**src/rtl/div16_pkg.sv**
```systemverilog
// div16 shared constants, state encoding and the sign-fix/saturation helper.
package div16_pkg;

  localparam int DW   = 17;
  localparam int TW   = 8;
  localparam int FRAC = 7;
  localparam int NUMW = DW + FRAC;
  localparam int ITER = 24;
  localparam int RW   = TW + 1;
  localparam int CW   = 5;

  localparam int Q_MAX = 65535;
  localparam int Q_MIN = -65536;

  typedef enum logic [1:0] {
    IDLE,
    CALC,
    FIX,
    DONE
  } state_t;

  typedef struct packed {
    logic [DW-1:0] q;
    logic          sat;
  } fix_t;

  // A negative result may reach one step further (65536) than a positive one.
  function automatic fix_t sat_fix(
    input logic [NUMW-1:0] mag,
    input logic            neg
  );
    fix_t          r;
    logic [NUMW-1:0] lim;
    lim   = neg ? NUMW'(-Q_MIN) : NUMW'(Q_MAX);
    r.sat = (mag > lim);
    if (r.sat)
      r.q = neg ? DW'(Q_MIN) : DW'(Q_MAX);
    else
      r.q = neg ? DW'(-mag) : DW'(mag);
    return r;
  endfunction

endpackage

```
**src/rtl/div16_step.sv**
```systemverilog
// One radix-2 restoring division iteration on unsigned magnitudes.
module div16_step
  import div16_pkg::*;
(
  input  logic [RW-1:0] rem,
  input  logic          bit_in,
  input  logic [TW-1:0] dvs,
  output logic [RW-1:0] rem_next,
  output logic          q
);

  logic [RW-1:0] sh;
  logic [RW-1:0] dx;

  always_comb begin
    sh       = {rem[RW-2:0], bit_in};
    dx       = {1'b0, dvs};
    q        = (sh >= dx);
    rem_next = q ? (sh - dx) : sh;
  end

endmodule

```
**src/rtl/div16.sv**
```systemverilog
// Sequential Q1.7 fixed-point divider: out = trunc(in_17bit*128/in_8bit),
// saturated to 17 bits, one quotient bit per clock.
module div16
  import div16_pkg::*;
(
  input  logic                 clk,
  input  logic                 rst,
  input  logic                 in_valid,
  output logic                 in_ready,
  input  logic signed [DW-1:0] in_17bit,
  input  logic signed [TW-1:0] in_8bit,
  output logic                 out_valid,
  input  logic                 out_ready,
  output logic signed [DW-1:0] out,
  output logic                 sat,
  output logic                 div_zero
);

  state_t          state;
  logic [NUMW-1:0] num;
  logic [RW-1:0]   rem;
  logic [TW-1:0]   dmag;
  logic [CW-1:0]   cnt;
  logic            neg;
  logic            dsign;
  logic            dz;

  logic [DW-1:0]   amag;
  logic [TW-1:0]   bmag;
  logic [RW-1:0]   rem_next;
  logic            qbit;
  fix_t            fx;

  always_comb begin
    amag = in_17bit[DW-1] ? $unsigned(-in_17bit) : $unsigned(in_17bit);
    bmag = in_8bit[TW-1] ? $unsigned(-in_8bit) : $unsigned(in_8bit);
    fx   = sat_fix(num, neg);
  end

  div16_step u_step (
    .rem      (rem),
    .bit_in   (num[NUMW-1]),
    .dvs      (dmag),
    .rem_next (rem_next),
    .q        (qbit)
  );

  // num doubles as numerator shifter and quotient accumulator.
  always_ff @(posedge clk or posedge rst) begin
    if (rst) begin
      state     <= IDLE;
      in_ready  <= 1'b1;
      out_valid <= 1'b0;
      out       <= '0;
      sat       <= 1'b0;
      div_zero  <= 1'b0;
      num       <= '0;
      rem       <= '0;
      dmag      <= '0;
      cnt       <= '0;
      neg       <= 1'b0;
      dsign     <= 1'b0;
      dz        <= 1'b0;
    end else begin
      unique case (state)
        IDLE: begin
          if (in_valid) begin
            num      <= {amag, {FRAC{1'b0}}};
            rem      <= '0;
            dmag     <= bmag;
            neg      <= in_17bit[DW-1] ^ in_8bit[TW-1];
            dsign    <= in_17bit[DW-1];
            dz       <= (in_8bit == '0);
            cnt      <= CW'(ITER);
            in_ready <= 1'b0;
            state    <= (in_8bit == '0) ? FIX : CALC;
          end
        end
        CALC: begin
          rem <= rem_next;
          num <= {num[NUMW-2:0], qbit};
          cnt <= cnt - 1'b1;
          if (cnt == CW'(1))
            state <= FIX;
        end
        FIX: begin
          if (dz) begin
            out      <= dsign ? DW'(Q_MIN) : DW'(Q_MAX);
            sat      <= 1'b1;
            div_zero <= 1'b1;
          end else begin
            out      <= fx.q;
            sat      <= fx.sat;
            div_zero <= 1'b0;
          end
          out_valid <= 1'b1;
          state     <= DONE;
        end
        DONE: begin
          if (out_ready) begin
            out_valid <= 1'b0;
            in_ready  <= 1'b1;
            state     <= IDLE;
          end
        end
        default: state <= IDLE;
      endcase
    end
  end

endmodule

```
**config.mk**
```make
export PLATFORM = sky130hd
export DESIGN_NAME = div16
export DESIGN_NICKNAME = d
export VERILOG_FILES = /design/src/rtl/div16_pkg.sv /design/src/rtl/div16_step.sv /design/src/rtl/div16.sv
export SDC_FILE = /design/constraint.sdc
export NUM_CORES = 1
export LEC_CHECK = 0
export ABC_AREA = 1
export BUFFER_PORTS_ARGS = -buffer_cell sky130_fd_sc_hd__buf_2
export CORE_MARGIN = 8
export CORE_UTILIZATION = 50
export CTS_CLUSTER_SIZE = 20
export DETAILED_ROUTE_END_ITERATION = 6
export GPL_TIMING_DRIVEN = 0
export PLACE_DENSITY = 0.69
export SLEW_MARGIN = 10
export SYNTH_ARGS = -nofsm -noshare
export SYNTH_HDL_FRONTEND = slang
export SYNTH_SLANG_ARGS = --single-unit
```
**constraint.sdc**
```tcl
create_clock -name clk -period 2.93 [get_ports clk]
set_input_delay 0.1465 -clock clk [delete_from_list [all_inputs] [get_ports clk]]
set_output_delay 0.1465 -clock clk [all_outputs]
set_load 0.1 [all_outputs]
```
==> metrics.md <==
| Metric | Value |
|---|---|
| Number of design rule violations left after detail routing | 0 |
| Worst hold slack across all endpoints | 0.0475 ns |
| Sequential cell area | 0.00178 sq mm |
| Overall routing resource usage | 19.8% |
| Result of the run | completed |
| Final cycle utilization of the critical path | 94.6% |
| Slew HR | 64.6% |
| Via count | 4,619 |
| CP Data Required Time | 3.15 ns |
| Clock Skews | 0.0117 ns |
| Final HPWL from detailed placement | 9.67 mm |
| I/O Buffers | 48 |
| Worst setup path category | register to register |
| Leading cell types in the layout, fill and taps excluded | 162 x nand2_1, 73 x inv_1, 69 x dfrtp_1 |
| Residual overflow from global routing | 0 |
| Kind of start point of the critical path | register |
| Number of buffers on the longest clock path | 2 |
| Leading cell type in the layout, fill and taps excluded | nand2_1 |
| Post-layout worst setup margin | 0.159 ns |
| Startpoint of the tightest hold check path | in_8bit[6] |
| Summed instance area of the synthesized netlist | a little over 0.005 sq mm |
| Number of routed nets with antenna violations | 0 |
| Classification of the worst-slack hold path | input port to register |
| Average instance area after synthesis | 7.61 sq um |
| Final weighted congestion in routability-driven placement | 0.856 |
| Largest fanout on the critical path | 16 |
| Post-placement cell area | between 0.005 and 0.006 sq mm |
| Layout fillers | 932 |
| Count of yosys warnings during synthesis | 0 |
| Area of the placeable core | 0.00977 sq mm |
| Reg-to-Reg End | out[9] |
| CTS clk-pin slew, worst paths | 0.08 ns |
| Clock Latency Late Sink | 0.35 ns |
| Ranking of synthesized cells by area | dfrtp_1 35%, nand2_1 12%, ha_1 8.4% |
| Sequential element share of the synthesized area | between 30% and 40% |
| Launching point of the worst reg2reg path | neg |
| Post-layout net count | 790 |
| Die width | 116 um |
| Data arrival time of the worst path | 2.99 ns |
| Number of cells traversed by the worst hold path | 2 |
| Num CTS Buffers | 9 |
| Number of nets produced by synthesis | 728 |
| Gate count of the mapped netlist | 664 |
| Wire length of the first global-routing pass | 21.3 mm |
| Number of design-rule violations left by the first detailed-router iteration | 258 |
| Fraction of synthesis flops using an asynchronous set or reset pin | 100% |
| Initial Utilization | 51.7% |
| Setup slack of the most critical reg-to-reg path | 0.16 ns |
| Vias in the first global route | about 4,600 |
| Number of diodes added for antenna fixing | 0 |
| TritonRoute pass-1 iters | 5 |
| Total length of routed wires | around 12 mm |
| Setup repair after global routing missed its margin | no |
| Yosys top cell by area | dfrtp_1 |
| IO Count | 50 |
| Number of cells on the worst reg-to-reg path | 11 |
| Number of maximum-capacitance constraint violations | 0 |
| Final routed wire length divided by cell count | 14.5 um |
| Worst Tran Pin Value | 0.530 ns |
| Pre-CTS WS | -0.0221 ns |
| Period minus WS final | 2.77 ns |
| Most frequently used flop master after synthesis | dfrtp_1 |
| CTS Sinks | 71 |
| Setup Viol. Count Final | 0 |
| Fraction of layout instances using a drive strength above 1 | 16.6% |
| H-tree level count | 3 |
| Final number of max-transition violations | 0 |
| Syn-to-layout area delta | 13.0% |
| Initial antenna violation count | 0 |
| Number of unique standard cell types used by synthesis | 50 |
| Highest achievable clock rate | 361 MHz |
| Clock root cell | clkbuf_8 |
| Finished layout cell area | 0.00571 sq mm |
| Final Hold Viols | 0 |
| Standard-cell rows | 36 |
| Seq cells post-synth | 71 |
| Number of enable-type register cells in the synthesized netlist | 0 |
| Maximum number of pins on one net before global-route repair | 59 |
| Mean number of vias per cell | 5.35 |
| Total Die Area | 0.0136 sq mm |
| Crit path capture type | register |
| Sink of the worst hold path | dmag[7] |
| Area share of the largest cell type after synthesis | 34.7% |
| TritonCTS clock tree | yes |
| Multi-input combinational cell area | 0.00285 sq mm |
| Die extent in y | 116 um |
-- worst max path at each step --
stage	slack [ns]	to	cells past startpoint	start
2_1_floorplan	0.54	out[0]	11	neg
3_3_place_gp	0.05	out[9]	11	neg
3_5_place_dp	-0.02	out[9]	11	neg
4_1_cts	0.16	out[9]	11	neg
5_1_grt	0.01	out[8]	11	neg
6_report	0.16	out[9]	11	neg
-- layer usage --
metal  global-route usage, %  up-vias  share of wire, %
met5                       0        -                 0
met4                    7.17        0               2.7
met3                    3.98       27               3.7
met2                    35.4       90                52
met1                    22.8     2183                42
li1                        -     2319                 -
-- logic make-up after synthesis --
kind of cell | count (synthesis) | share of synthesized area (%)
xor gates and xnor gates | 22 | 3.82
muxes | 1 | 0.223
and+or+nand+nor | 309 | 29.9
adders and majority gates | 35 | 8.82
AOI/OAI and AO/OA | 124 | 13.7
DFF | 71 | 35.2
buffers and inverters | 102 | 8.40
-- state kept, by name (all words and copies together), names as in the netlist --
signal / flops
dmag: 8
dz: 1
cnt: 5
out_valid: 1
num: 24
in_ready: 1
state: 2
out: 17
dsign: 1
rem: 8
sat: 1
neg: 1
div_zero: 1
-- cell type report --
class	count	share of cell area, %
plain buffers	21	2.10
clock buffers	12	2.54
clock inverters	4	0.964
inverters	81	5.37
multi-input cells	491	49.9
flip-flops and latches	71	31.2
well taps	133	2.92
repair buffers	51	5.04
-- stage by stage --
step / instances / TNS (ns) / util, %
after detailed placement: 846 / -0.0519 / 56.1
after CTS: 864 / 0 / 58.4
after floorplan: 664 / 0 / -
after global routing: 864 / 0 / 58.4
after global placement: 845 / 0 / 55.8
final: 864 / 0 / 58.4
-- cell usage after synthesis, types with 2 or more instances --
library cell	count
inv_1	74
clkbuf_1	10
a31oi_1	3
nor2_1	58
a21oi_1	30
o21ai_1	5
nor2_4	2
o211ai_1	7
nand3_2	15
clkinv_1	2
nor2_2	3
ha_1	34
nand4_2	6
o22ai_1	10
o21ai_0	58
buf_2	7
nand3_4	2
a21o_1	2
nand3b_1	2
a21oi_2	2
xnor2_1	4
nor3_1	5
nand4_1	8
inv_2	5
xor2_1	18
nand3_1	38
nand2_1	162
dfrtp_1	70
-- critical path, stage by stage, from the launching register on --
cell	delay, ns
dfrtp_2	0.56
buf_2	0.26
clkinv_1	0.34
ha_1	0.43
nand3_2	0.12
nor3_4	0.29
nand2_2	0.11
nand3_4	0.11
nand2_4	0.11
buf_12	0.17
nand3_2	0.05
nand4_1	0.08
-- timing repair --
| action | in CTS | in global routing |
|---|---|---|
| endpoints found under the setup margin | 10 | 0 |
| hold endpoints to repair | 14 | 0 |
| setup buffers | 0 | 0 |
| gates resized for setup | 1 | 0 |
| hold buffers | 2 | 0 |
Power is left out: the tool's default activity adds up to more than one toggle a clock period on the data nets, which glitch-free logic cannot reach.
